$ cat config.mk
export PLATFORM = sky130hd
export DESIGN_NAME = rbuf_reader
export DESIGN_NICKNAME = d
export VERILOG_FILES = /design/src/rtl/rbuf_reader.sv
export SDC_FILE = /design/constraint.sdc
export NUM_CORES = 1
export LEC_CHECK = 0
export ABC_AREA = 1
export BUFFER_PORTS_ARGS = -buffer_cell sky130_fd_sc_hd__buf_2
export CAP_MARGIN = 30
export CORE_UTILIZATION = 50
export DETAILED_ROUTE_END_ITERATION = 8
export GPL_ROUTABILITY_DRIVEN = 0
export PLACE_DENSITY = 0.81
export SYNTH_ARGS = -nofsm -noshare
export SYNTH_HDL_FRONTEND = slang
export SYNTH_SLANG_ARGS = --single-unit
$ cat constraint.sdc
create_clock -name clk -period 4.2 [get_ports clk]
set_clock_uncertainty 0.2 [all_clocks]
set_input_delay 0.21 -clock clk [delete_from_list [all_inputs] [get_ports clk]]
set_output_delay 0.21 -clock clk [all_outputs]
set_load 0.02 [all_outputs]
$ cat src/rtl/rbuf_reader.sv
// Consumer-side ring-buffer reader: mirrors occupancy, paces reads on tick, presents words on valid/ready.
// Optional transfer counter port xfer_cnt is enabled by defining RDR_STATS_EN.
module rbuf_reader #(
   parameter int WORDLEN = 8,
   parameter int BUFSIZE = 16,
   parameter int CNTW    = 5
) (
   input  logic               clk,
   input  logic               rstn,
   input  logic               wr_seen,
   input  logic               tick,
   output logic               rd,
   input  logic [WORDLEN-1:0] buf_dout,
   output logic               m_valid,
   input  logic               m_ready,
   output logic [WORDLEN-1:0] m_data,
   output logic [CNTW-1:0]    occ,
   output logic               empty,
   output logic               full,
`ifdef RDR_STATS_EN
   output logic               overflow,
   output logic [15:0]        xfer_cnt
`else
   output logic               overflow
`endif
);

   localparam logic [CNTW-1:0] FULL_OCC = CNTW'(BUFSIZE);

   typedef enum logic [1:0] {S_IDLE, S_WAIT, S_HOLD} state_t;

   state_t             r_state;
   state_t             w_next;
   logic [CNTW-1:0]    r_occ;
   logic               r_ovf;
   logic               r_valid;
   logic [WORDLEN-1:0] r_data;
   logic               w_rd;
   logic               w_load;
   logic               w_drop;
   logic               w_accept;
   logic               w_avail;
   logic               w_full;

   assign w_accept = r_valid & m_ready;
   assign w_avail  = (r_occ != '0);
   assign w_full   = (r_occ == FULL_OCC);

   always_ff @(posedge clk) begin
      if (!rstn) r_state <= S_IDLE;
      else       r_state <= w_next;
   end

   // rd is forced low while reset is asserted so no read leaks out during reset
   always_comb begin
      w_next = r_state;
      w_rd   = 1'b0;
      w_load = 1'b0;
      w_drop = 1'b0;
      case (r_state)
         S_IDLE: begin
            if (tick && w_avail) begin
               w_rd   = 1'b1;
               w_next = S_WAIT;
            end
         end
         S_WAIT: begin
            w_load = 1'b1;
            w_next = S_HOLD;
         end
         S_HOLD: begin
            if (w_accept) begin
               w_drop = 1'b1;
               if (tick && w_avail) begin
                  w_rd   = 1'b1;
                  w_next = S_WAIT;
               end else begin
                  w_next = S_IDLE;
               end
            end
         end
         default: w_next = S_IDLE;
      endcase
      if (!rstn) w_rd = 1'b0;
   end

   // Simultaneous write and read cancel; a write into a full buffer is lost and flagged
   always_ff @(posedge clk) begin
      if (!rstn) begin
         r_occ <= '0;
         r_ovf <= 1'b0;
      end else begin
         case ({wr_seen, w_rd})
            2'b10: begin
               if (w_full) r_ovf <= 1'b1;
               else        r_occ <= r_occ + CNTW'(1);
            end
            2'b01:   r_occ <= r_occ - CNTW'(1);
            default: r_occ <= r_occ;
         endcase
      end
   end

   always_ff @(posedge clk) begin
      if (!rstn) begin
         r_valid <= 1'b0;
         r_data  <= '0;
      end else if (w_load) begin
         r_valid <= 1'b1;
         r_data  <= buf_dout;
      end else if (w_drop) begin
         r_valid <= 1'b0;
      end
   end

`ifdef RDR_STATS_EN
   logic [15:0] r_xfer;

   always_ff @(posedge clk) begin
      if (!rstn)         r_xfer <= '0;
      else if (w_accept) r_xfer <= r_xfer + 16'd1;
   end

   assign xfer_cnt = r_xfer;
`endif

   assign rd       = w_rd;
   assign m_valid  = r_valid;
   assign m_data   = r_data;
   assign occ      = r_occ;
   assign empty    = ~w_avail;
   assign full     = w_full;
   assign overflow = r_ovf;

endmodule

Word-level counts from Yosys, hierarchy flattened

Cells that the tools add are included.

Bits in registers: 17
Bits of input ports: 13
Output and inout port bits: 18
Word-level logic and storage cells: 40

Add/subtract/negate cells: 2
Equality and inequality tests: 8
Multiplexer cells: 15
Bitwise gates (word level): 2
Reduce and logical (&&, ||, !) cells: 8

Operators with widths:

| operator            | count |
|---|---|
| $pmux 5 s2          | 1 |
| $mux 1              | 9 |
| $ne 2x2->1 const B  | 3 |
| $pmux 2 s3          | 1 |
| $reduce_and 2->1    | 3 |
| $add 5x1->5 const B | 1 |
| $eq 5x5->1 const B  | 1 |
| $mux 5              | 1 |
| $reduce_bool 5->1   | 1 |
| $sub 5x1->5 const B | 1 |
| $eq 2x1->1 const B  | 2 |
| $eq 2x2->1 const B  | 2 |
| $mux 2              | 2 |
| $reduce_bool 2->1   | 2 |
| $logic_not 2->1     | 1 |
| $pmux 1 s2          | 1 |
| $and 1x1->1         | 1 |
| $logic_and 1x1->1   | 1 |
| $not 1->1           | 1 |

Longest topological paths before layout

Gate-level depths: netlist of run 1.

Depth in word-level cells: 9
Depth in mapped cells: 13
Mapped depth without buffers: 13

Worst setup path after synthesis of run 1

Ideal clock, no wire load.

Path type: flip-flop to flip-flop
Start point: register r_occ[0] (netlist: occ[0])
End point: register r_occ[4] (netlist: occ[4])
Library setup time: 115 ps
Arrival time: 1,764 ps
Path slack: 2,121 ps
Stages on the path, launching flop included: 11
Buffers on the path: 0
Period minus slack after synthesis: 2,079 ps
Cell sequence: dfxtp_1 nor2_1 nand3_2 nand3_2 inv_1 ha_1 a21oi_1 nor2b_1 nand4_1 a21oi_1 nor2_1

Word-level cells in the longest chain between the ends: 9
Elaborated cells between the ends (all ways): 16

RTL lines:

| item                                                             | RTL line | RTL |
|---|---|---|
| start: declaration                                               | 34       | `logic [CNTW-1:0] r_occ;` |
| start signal: assignment                                         | 96       | `else r_occ <= r_occ + CNTW'(1);` |
| start signal: assignment                                         | 98       | `2'b01: r_occ <= r_occ - CNTW'(1);` |
| start signal: assignment                                         | 99       | `default: r_occ <= r_occ;` |
| $reduce_bool 5->1                                                | 46       | `assign w_avail = (r_occ != '0);` |
| $logic_and 1x1->1                                                | 62, 74   |  |
| $mux 1                                                           | 62, 74   |  |
| $mux 1                                                           | 72       | `if (w_accept) begin` |
| $pmux 1 s2                                                       | 60       | `case (r_state)` |
| $mux 1                                                           | 84       | `if (!rstn) w_rd = 1'b0;` |
| $eq 2x2->1 / $eq 2x1->1 (equally long branches)                  | 93       | `case ({wr_seen, w_rd})` |
| $ne 2x2->1 (no line) / $reduce_bool 2->1 (equally long branches) | n/a      |  |
| $reduce_and 2->1 (no line)                                       | n/a      |  |

Several ways; a longest one is shown, not always the timed one. The select of a mux whose other input is x is not followed.
A chain may end at the register's enable or synchronous reset.

Final worst setup path of run 1

Start point: input m_ready
End point: register r_occ[4] (netlist: occ[4])

Word-level cells in the longest chain between the ends: 7
Elaborated cells between the ends (all ways): 10

RTL lines:

| item                                                             | RTL line | RTL |
|---|---|---|
| start: declaration                                               | 15       | `input logic m_ready,` |
| $and 1x1->1 *                                                    | 45       | `assign w_accept = r_valid & m_ready;` |
| $mux 1 *                                                         | 72       |  |
| $pmux 1 s2 *                                                     | 60       |  |
| $mux 1 *                                                         | 84       |  |
| $eq 2x2->1 / $eq 2x1->1 (equally long branches)                  | 93       |  |
| $ne 2x2->1 (no line) / $reduce_bool 2->1 (equally long branches) | n/a      |  |
| $reduce_and 2->1 (no line)                                       | n/a      |  |

Every way passes the cells marked *; elsewhere a longest branch is shown, timed or not.

==> results by group, run 1 <==
Timing
  – Period Utilization, post-route: about 56%
  – RSZ-0062 raised after global routing: false
  – Min Tclk post-route: roughly 2.4 ns
  – Final hold violation count: 0
  – Max-slew violations: 0
  – Rel. slew slack: between 70 and 80%
  – Setup_tns: 0 ns
  – Worst-margin pin slew: roughly 0.34 ns
  – # setup viols final: 0
  – Max frequency: between 400 and 500 MHz

Floorplan
  – Core ar.: between 1500 and 2000 um^2
  – Die area: 1820 um^2
  – Initial Util: around 54%
  – # IOs: 31
  – Row count: 14
  – Die width: between 40 and 50 um
  – Die Y-Extent: roughly 43 um

Global route
  – Global-route wire length before repair: between 3 and 4 mm
  – Remaining Overflow, GRT: 0
  – Vias in the first global route: roughly 800
  – Met2 Resource Use GR: between 40% and 50%
  – Largest net degree at the start of global routing: 17
  – Initial antenna violation count: 0
  – Total Routing Usage GR: around a quarter
  – Met1 usage: roughly 28%
  – Met3 Use GR: roughly 6.5%
  – GR peak layer: met2

Yosys
  – Post-synth top cells: nor2_1 (28), dfxtp_1 (17), inv_1 (12), o21ai_0 (11), a21oi_1 (5)
  – Mean Syn Cell Area: between 7 and 8 um^2
  – Yosys reg bits: 17
  – Yosys cell types: 25
  – Synthesized area: approximately 830 um^2
  – Mapped Nets: ~130
  – Ys Warns: 0
  – Number of synthesized flops with an enable pin: 0
  – Top cells by area, synth: dfxtp_1 (41%), nor2_1 (13%), o21ai_0 (6.7%)
  – Top-count cell post-synth: nor2_1
  – Post-synth top flop: dfxtp_1
  – Sequential area share after synthesis: roughly 41%
  – Asr flop ratio synth: 0%
  – Cell taking the most area after synthesis: dfxtp_1
  – Synthesized instance count: 108
  – Share of the synthesized area in the top cell type: 41.2%

Power
  – Switching power of the nets: 170 uW
  – Clock share of power: about 19%
  – Fraction of power spent switching nets: about 38%
  – Combinational share of power: a little over a third
  – Peak supply drop: about 300 uV
  – Leak Pwr: between 0.0005 and 0.0006 uW
  – Sequential fraction of design power: about 44%
  – Power Dens Cells: a little over 400 nW/um^2
  – Internal power: 278 uW

Final layout
  – Nets@finish: 168
  – Finished Layout Cells: approximately 170
  – ANT cells: 0
  – Fill count: roughly 130
  – Layout overhead on the synthesized area: 34.2%
  – Layout cells sized above 1: between 30% and 40%
  – Multi-input gate area: ~420 um^2
  – Storage element area: around 340 um^2

Critical path
  – Critical Path RT: 4.20 ns
  – Critical path class: input pin to flop
  – Startpoint Class: input pin
  – Delay-heaviest family, CP: buffers and inverters
  – Worst Path Buf+Inv: 3
  – Worst-path cell chain: dlygate4sd3_1 > buf_2 > a21oi_2 > nor2_4 > nand3_2 > inv_1 > ha_1 > nand2_1 > o21ai_0 > nand4_1 > a21oi_1 > nor2_1
  – FF-to-FF path depth: 10
  – Crit path max fanout: 4
  – Crit. End Element: flop
  – Crit-path max cell delay: ~0.53 ns
  – Slowest CP cell: dlygate4sd3_1
  – CP arrival: 2.35 ns
  – Reg2Reg Setup Slack: around 1.9 ns
  – Worst r2r dst: occ[4]$_SDFFE_PN0P_
  – Reg-to-reg startpoint: occ[0]$_SDFFE_PN0P_

Drt
  – Initial DRC Count: 11
  – Final WL: a little under 2 mm
  – Routed via count: 866
  – Via density: approximately 5.2
  – Final antenna-violating net count: 0
  – Iteration count of the initial detailed-routing pass: 4
  – DRC violations left: 0
  – WL per Instance: ~12 um

Worst hold path
  – Hold Path Sink: overflow$_SDFFE_PN0P_
  – Worst hold stages: 3
  – Hold_sp: wr_seen
  – Hold Crit Class: input pin to flop

CTS
  – Clk_lat worst skew: 0.29 ns
  – Sink Count: 17
  – TritonCTS clock tree: built
  – Clock Tree Buf Depth: 2
  – H-tree Lvls: 1
  – Inserted Clock Buffers: 3
  – Clock root buffer: clkbuf_4
  – CTS clk-pin slew, worst paths: 0.09 ns

Placement
  – Placed cells: between 150 and 200
  – HPWL after DPL: between 1 and 1.5 mm
  – Port Buf Inserts: 30

Job
  – Max-cap violations: 0

Run status
  – Status: complete, no violations
area by class of cell:
type	instances	share of cell area, %
flip-flops and latches	17	30.7
multi-input cells	74	37.8
inverters	16	5.64
clock buffers	4	2.37
well taps	16	1.81
repair buffers	39	21.7
worst min-delay path: cells and delay by family:
family                 cells  cell delay (ns)
buffers and inverters      1             0.12
and+or+nand+nor            1             0.09
AOI/OAI and AO/OA          1             0.06
routing by layer:
| layer | routed length (um) | share of wire, % |
|---|---|---|
| met1 | 802 | 41 |
| met3 | 110 | 5.6 |
| met5 | 0 | 0 |
| met4 | 35 | 1.8 |
| met2 | 1030 | 52 |
layout by cell type, fill, tap and decap left out:
master         count
clkbuf_4           3
buf_2             30
nand4_1            2
xnor2_1            1
nand3_2            4
xor2_1             1
nor2_2             1
a21oi_1            5
ha_1               3
o21ai_1            3
a31oi_1            1
nor2_4             1
o21ai_0           11
inv_2              2
nand2_1            4
nor2_1            28
clkinv_1           1
nor2b_1            1
nand3_1            4
fa_1               1
nand2_4            1
clkbuf_1           1
inv_4              1
dlygate4sd3_1      9
inv_1             12
a21oi_2            1
dfxtp_1           17
nand2_2            1
power by group through the flow:
| stage | combinational (uW) | clock, uW | sequential [uW] |
|---|---|---|---|
| 2_1_floorplan | 84.4 | 0 | 223 |
| 3_3_place_gp | 148 | 0 | 201 |
| 3_5_place_dp | 154 | 0 | 202 |
| 4_1_cts | 162 | 88.2 | 198 |
| 5_1_grt | 179 | 91.6 | 201 |
| 6_report | 162 | 86.9 | 199 |
metrics by stage:
| stage | instance area (um^2) | hold slack [ns] | worst slack [ns] | utilization (%) | total power [uW] |
|---|---|---|---|---|---|
| 2_1_floorplan | 826 | 0.121 | 2.12 | - | 307 |
| 3_3_place_gp | 992 | 0.233 | 2.07 | 65.1 | 350 |
| 3_5_place_dp | 992 | 0.238 | 1.97 | 65.1 | 356 |
| 4_1_cts | 1110 | 0.0353 | 1.87 | 72.7 | 448 |
| 5_1_grt | 1110 | 0.0452 | 1.65 | 72.7 | 472 |
| 6_report | 1110 | 0.0278 | 1.84 | 72.7 | 448 |
registers in the layout (all words and copies together), names as in the netlist:
signal	flops
m_data	8
m_valid	1
occ	5
overflow	1
r_state	2
worst max path at each step:
stage / start / to / cells past startpoint
floorplan: occ[0]$_SDFFE_PN0P_ / occ[4]$_SDFFE_PN0P_ / 10
global placement: rstn / occ[4]$_SDFFE_PN0P_ / 11
detailed placement: rstn / occ[4]$_SDFFE_PN0P_ / 11
CTS: m_ready / occ[4]$_SDFFE_PN0P_ / 12
global route: m_ready / occ[4]$_SDFFE_PN0P_ / 12
finish: m_ready / occ[4]$_SDFFE_PN0P_ / 12
cell families after synthesis:
| group | after synthesis | share of synthesized area (%) |
|---|---|---|
| simple gates | 47 | 28.3 |
| compound gates | 21 | 13.3 |
| buf+inv | 17 | 8.03 |
| flops | 17 | 41.2 |
| fa+ha+maj | 4 | 6.97 |
| xor+xnor | 2 | 2.12 |
repair_timing:
item	CTS	global route
hold endpoints to repair	9	0
hold buffers	9	0
resized for setup	0	0
setup buffers	0	0
Note: power is estimated with default switching activity, not from simulation.
==> run 2, diff against run 1 <==
--- a/config.mk
+++ b/config.mk
@@ -8,10 +8,10 @@
 export ABC_AREA = 1
 export BUFFER_PORTS_ARGS = -buffer_cell sky130_fd_sc_hd__buf_2
 export CAP_MARGIN = 30
-export CORE_UTILIZATION = 50
+export CORE_UTILIZATION = 47
 export DETAILED_ROUTE_END_ITERATION = 8
 export GPL_ROUTABILITY_DRIVEN = 0
-export PLACE_DENSITY = 0.81
+export PLACE_DENSITY = 0.77
 export SYNTH_ARGS = -nofsm -noshare
 export SYNTH_HDL_FRONTEND = slang
 export SYNTH_SLANG_ARGS = --single-unit
==> constraint.sdc (replaced) <==
create_clock -name clk -period 2.5 [get_ports clk]
set_clock_uncertainty 0.2 [all_clocks]
set_input_delay 0.125 -clock clk [delete_from_list [all_inputs] [get_ports clk]]
set_output_delay 0.125 -clock clk [all_outputs]
set_load 0.02 [all_outputs]
==> results by group, run 2 (synthesis results as in run 1) <==
Run status
  – Status: complete, no violations

Critical path
  – CP arrival: 2.28 ns
  – Crit. End Element: flop
  – Critical Path RT: approximately 2.5 ns
  – Crit path max fanout: 16
  – Critical path class: input pin to flop
  – Startpoint Class: input pin

CTS
  – Inserted Clock Buffers: 3
  – Post-CTS setup buffers: 0
  – H-tree Lvls: 1
  – Clock Tree Buf Depth: 2
  – Sink Count: 17
  – CTS clk-pin slew, worst paths: 0.09 ns
  – TritonCTS clock tree: built
  – Clk_lat worst skew: between 0.2 and 0.3 ns
  – Clock root buffer: clkbuf_4

Drt
  – DRC violations left: 0
  – WL per Instance: between 10 and 15 um
  – WL met1: between 800 and 900 um
  – Top sig layer: met4
  – Final antenna-violating net count: 0
  – Wire length on met2: around 1 mm
  – Met3 Wirelength: approximately 68 um
  – Via density: 5.07
  – Final WL: ~2 mm
  – Iteration count of the initial detailed-routing pass: 6
  – Routed via count: ~880
  – Initial DRC Count: 22

Final layout
  – Most frequent cells in the layout: buf_2 (29), nor2_1 (28), dlygate4sd3_1 (17), dfxtp_1 (17), inv_1 (12)
  – Final instance area: 1190 um^2
  – Most common cell after layout, fill and taps aside: buf_2
  – Nets@finish: roughly 180
  – Largest register FFs: 8
  – Layout cells sized above 1: approximately 29%
  – Layout overhead on the synthesized area: 44.7%
  – ANT cells: 0

Global route
  – Largest net degree at the start of global routing: 17
  – Remaining Overflow, GRT: 0
  – Total Routing Usage GR: roughly a quarter
  – Global-route wire length before repair: approximately 3.5 mm
  – Initial antenna violation count: 0
  – Vias in the first global route: roughly 830

Placement
  – Setup WS pre-CTS: ~0.34 ns
  – HPWL after DPL: about 1.3 mm
  – DP Area: around 1000 um^2
  – Port Buf Inserts: 30

Power
  – Power Dens Cells: ~640 nW/um^2
  – Peak supply drop: between 400 and 500 uV
  – Leak Pwr: 0.000644 uW
  – Overall power: 770 uW

Timing
  – Setup_tns: 0 ns
  – Min Tclk post-route: between 2 and 2.5 ns
  – Rel. slew slack: between 70% and 80%
  – Max frequency: 437 MHz
  – Final worst slack: between 0.2 and 0.25 ns
  – Max-slew violations: 0
  – Final hold violation count: 0
  – RSZ-0062 raised after global routing: false
  – Period Utilization, post-route: between 90% and 100%
  – # setup viols final: 0
  – Worst-margin pin slew: around 0.38 ns

Floorplan
  – # IOs: 31
  – Row count: 14
  – Die Y-Extent: 43.9 um
  – Core ar.: 1580 um^2
  – Die area: roughly 1900 um^2
  – Die width: roughly 44 um
  – Initial Util: 52.4%

Job
  – Max-cap violations: 0

Worst hold path
  – Hold Crit Class: input pin to flop
run 2: cell type report:
class                      instances  area [um^2]
inverter                          16         62.6
timing repair buffer              47          323
tap                               16         20.0
fill                             117          382
multi-input combinational         74          423
clock buffer                       4         26.3
sequential                        17          340
run 2: per-stage QoR:
stage	hold WS [ns]	util, %	cells
6_report	0.0514	75.8	174
5_1_grt	0.0564	75.8	174
4_1_cts	0.0565	75.4	174
3_5_place_dp	0.158	62.9	153
3_3_place_gp	0.148	62.9	153
2_1_floorplan	0.0360	-	108
run 2: per-layer routing:
metal  vias up  GRT usage, %
li1        448             -
met1       413          29.6
met2        16          41.8
met3         6          6.25
met4         0          12.1
met5         -             0
run 2: repair_timing:
item | CTS | global route
gates resized for setup | 0 | 2
hold buffers | 17 | 0
hold endpoints to repair | 13 | 0
setup endpoints to repair | 0 | 1
run 2: worst max-delay path: stages:
cell and delay (ns):
dlygate4sd3_1 0.52, clkbuf_4 0.22, nand3_2 0.11, nor2_4 0.15
nand3_2 0.13, inv_1 0.13, ha_1 0.28, a21oi_2 0.14
nor2b_1 0.14, nand4_1 0.11, a21oi_1 0.17, nor2_1 0.06
run 2: worst paths after layout:
check / startpoint / to / slack [ns] / cells after the start
worst min-delay path: tick / r_state[0]$_SDFFE_PN0P_ / 0.05 / 5
worst max-delay path: rstn / occ[4]$_SDFFE_PN0P_ / 0.21 / 12
worst min register to register: overflow$_SDFFE_PN0P_ / overflow$_SDFFE_PN0P_ / 0.28 / 2
worst max register to register: occ[0]$_SDFFE_PN0P_ / occ[4]$_SDFFE_PN0P_ / 0.31 / 10
run 2: power by group:
part	total (uW)	internal, uW	switching (uW)	leakage, uW
Clock	145	62.1	83.2	0.0000150
Sequential	335	307	27.9	0.000139
Combinational	290	115	175	0.000490
Total	770	484	286	0.000644
==> run 3, diff against run 2 <==
--- a/config.mk
+++ b/config.mk
@@ -6,12 +6,13 @@
 export NUM_CORES = 1
 export LEC_CHECK = 0
 export ABC_AREA = 1
-export BUFFER_PORTS_ARGS = -buffer_cell sky130_fd_sc_hd__buf_2
+export BUFFER_PORTS_ARGS = -buffer_cell sky130_fd_sc_hd__buf_4
 export CAP_MARGIN = 30
 export CORE_UTILIZATION = 47
 export DETAILED_ROUTE_END_ITERATION = 8
 export GPL_ROUTABILITY_DRIVEN = 0
 export PLACE_DENSITY = 0.77
+export SKIP_CTS_REPAIR_TIMING = 1
 export SYNTH_ARGS = -nofsm -noshare
 export SYNTH_HDL_FRONTEND = slang
 export SYNTH_SLANG_ARGS = --single-unit
==> results by group, run 3 (synthesis results as in run 1) <==
Timing
  – Worst-margin pin slew: just over 0.4 ns
  – RSZ-0062 raised after global routing: false
  – Max frequency: between 400 and 500 MHz
  – Min Tclk post-route: 2.30 ns
  – Rel. slew slack: ~73%
  – Fin Hold WS: slightly above 0.05 ns
  – Setup_tns: 0 ns
  – Max-slew violations: 0
  – Period Utilization, post-route: 92.1%
  – # setup viols final: 0
  – Final hold violation count: 0

Global route
  – Initial antenna violation count: 0
  – Remaining Overflow, GRT: 0
  – Total Routing Usage GR: 21.3%
  – Global-route wire length before repair: a little over 3 mm
  – Vias in the first global route: 708
  – Largest net degree at the start of global routing: 17

CTS
  – Clk_lat worst skew: 0.29 ns
  – Sink Count: 17
  – Clock Tree Buf Depth: 2
  – CTS clk-pin slew, worst paths: 0.10 ns
  – H-tree Lvls: 1
  – Inserted Clock Buffers: 3
  – TritonCTS clock tree: built
  – Clock root buffer: clkbuf_4

Critical path
  – Startpoint Class: input pin
  – Slowest CP cell: dlygate4sd3_1
  – Delay-heaviest family, CP: buffers and inverters
  – Worst-path cell chain: dlygate4sd3_1 > buf_4 > nand3_2 > nor2_4 > nand3_2 > inv_1 > ha_1 > a21oi_1 > nor2b_1 > nand4_1 > a21oi_1 > nor2_1
  – Crit-path max cell delay: around 0.53 ns
  – Crit. End Element: flop
  – Worst r2r dst: occ[4]$_SDFFE_PN0P_
  – Critical path class: input pin to flop
  – FF-to-FF path depth: 10
  – Reg-to-reg startpoint: occ[1]$_SDFFE_PN0P_
  – CP arrival: between 2 and 2.5 ns
  – Critical Path RT: between 2 and 2.5 ns
  – Worst Path Buf+Inv: 3
  – Crit path max fanout: 16
  – Reg2Reg Setup Slack: approximately 0.29 ns

Power
  – Power Dens Cells: ~630 nW/um^2
  – Peak supply drop: between 400 and 500 uV
  – Leak Pwr: 0.000655 uW

Worst hold path
  – Hold_sp: tick
  – Hold Path Sink: r_state[0]$_SDFFE_PN0P_
  – Worst hold stages: 5
  – Hold Crit Class: input pin to flop

Drt
  – Initial DRC Count: 16
  – Iteration count of the initial detailed-routing pass: 7
  – Final antenna-violating net count: 0
  – WL per Instance: ~13 um
  – Routed via count: 870
  – Via density: roughly 5.0
  – Final WL: about 2.2 mm
  – DRC violations left: 0

Final layout
  – Layout overhead on the synthesized area: 53.0%
  – Largest register FFs: 8
  – Fill count: 111
  – Storage element area: 340 um^2
  – Most frequent cells in the layout: buf_4 (30), nor2_1 (28), dlygate4sd3_1 (17), dfxtp_1 (17), inv_1 (12)
  – Nets@finish: approximately 180
  – Layout cells sized above 1: 28.5%
  – Most common cell after layout, fill and taps aside: buf_4
  – Final core utilization: 80.2%
  – Final instance area: 1260 um^2
  – Multi-input gate area: ~420 um^2
  – ANT cells: 0

Floorplan
  – # IOs: 31
  – Die area: 1930 um^2
  – Initial Util: ~52%
  – Die Y-Extent: ~44 um
  – Row count: 14
  – Die width: roughly 44 um
  – Core ar.: between 1500 and 2000 um^2

Placement
  – Port Buf Inserts: 30
  – DP Area: 1070 um^2
  – HPWL after DPL: ~1.4 mm

Job
  – Max-cap violations: 0

Run status
  – Status: complete, no violations
==> run 3: cell count changes in the layout (fill, tap and decap cells not counted), sizes merged <==
cell / delta
buf: +1
clkbuf: -1
==> run 3: power breakdown <==
group / internal (uW) / total (uW) / leakage (uW) / switching [uW]
clock: 62.0 / 146 / 0.0000150 / 84.2
sequential: 307 / 336 / 0.000139 / 28.9
combinational: 140 / 320 / 0.000501 / 180
==> run 3: tightest hold or removal path, cell delays in order <==
cell and delay (ns):
buf_4 0.11, nand3_2 0.08, nor2_4 0.05, nand2_2 0.09
inv_1 0.04
==> run 3: final cells by class <==
type	instances	share of cell area (%)
inverters	16	4.95
flip-flops and latches	17	26.9
clock buffers	4	2.08
multi-input cells	74	33.2
well taps	16	1.58
repair buffers	47	31.3
==> run 3: how the worst max path moves through the flow <==
stage | cells past startpoint | startpoint | endpoint | slack [ns]
2_1_floorplan | 10 | occ[0]$_SDFFE_PN0P_ | occ[4]$_SDFFE_PN0P_ | 0.42
3_3_place_gp | 10 | occ[1]$_SDFFE_PN0P_ | occ[4]$_SDFFE_PN0P_ | 0.40
3_5_place_dp | 10 | occ[1]$_SDFFE_PN0P_ | occ[4]$_SDFFE_PN0P_ | 0.31
4_1_cts | 10 | occ[1]$_SDFFE_PN0P_ | occ[4]$_SDFFE_PN0P_ | 0.29
5_1_grt | 12 | rstn | occ[4]$_SDFFE_PN0P_ | 0.03
6_report | 12 | rstn | occ[4]$_SDFFE_PN0P_ | 0.20
==> run 3: metrics by stage <==
step                      setup slack [ns]  std cells  total power (uW)
after floorplan                      0.421        108               517
after global placement               0.401        153               619
after detailed placement             0.312        153               624
after CTS                            0.295        157               766
after global routing                0.0263        174               857
final                                0.197        174               802
==> run 3: routing by layer <==
metal	wire length [um]	up-vias	part of all wire, %	track usage (%)
li1	-	450	-	-
met1	964	391	44	26.4
met2	1090	25	50	34.6
met3	102	4	4.6	7.50
met4	44	0	2.0	7.27
met5	0	-	0	0
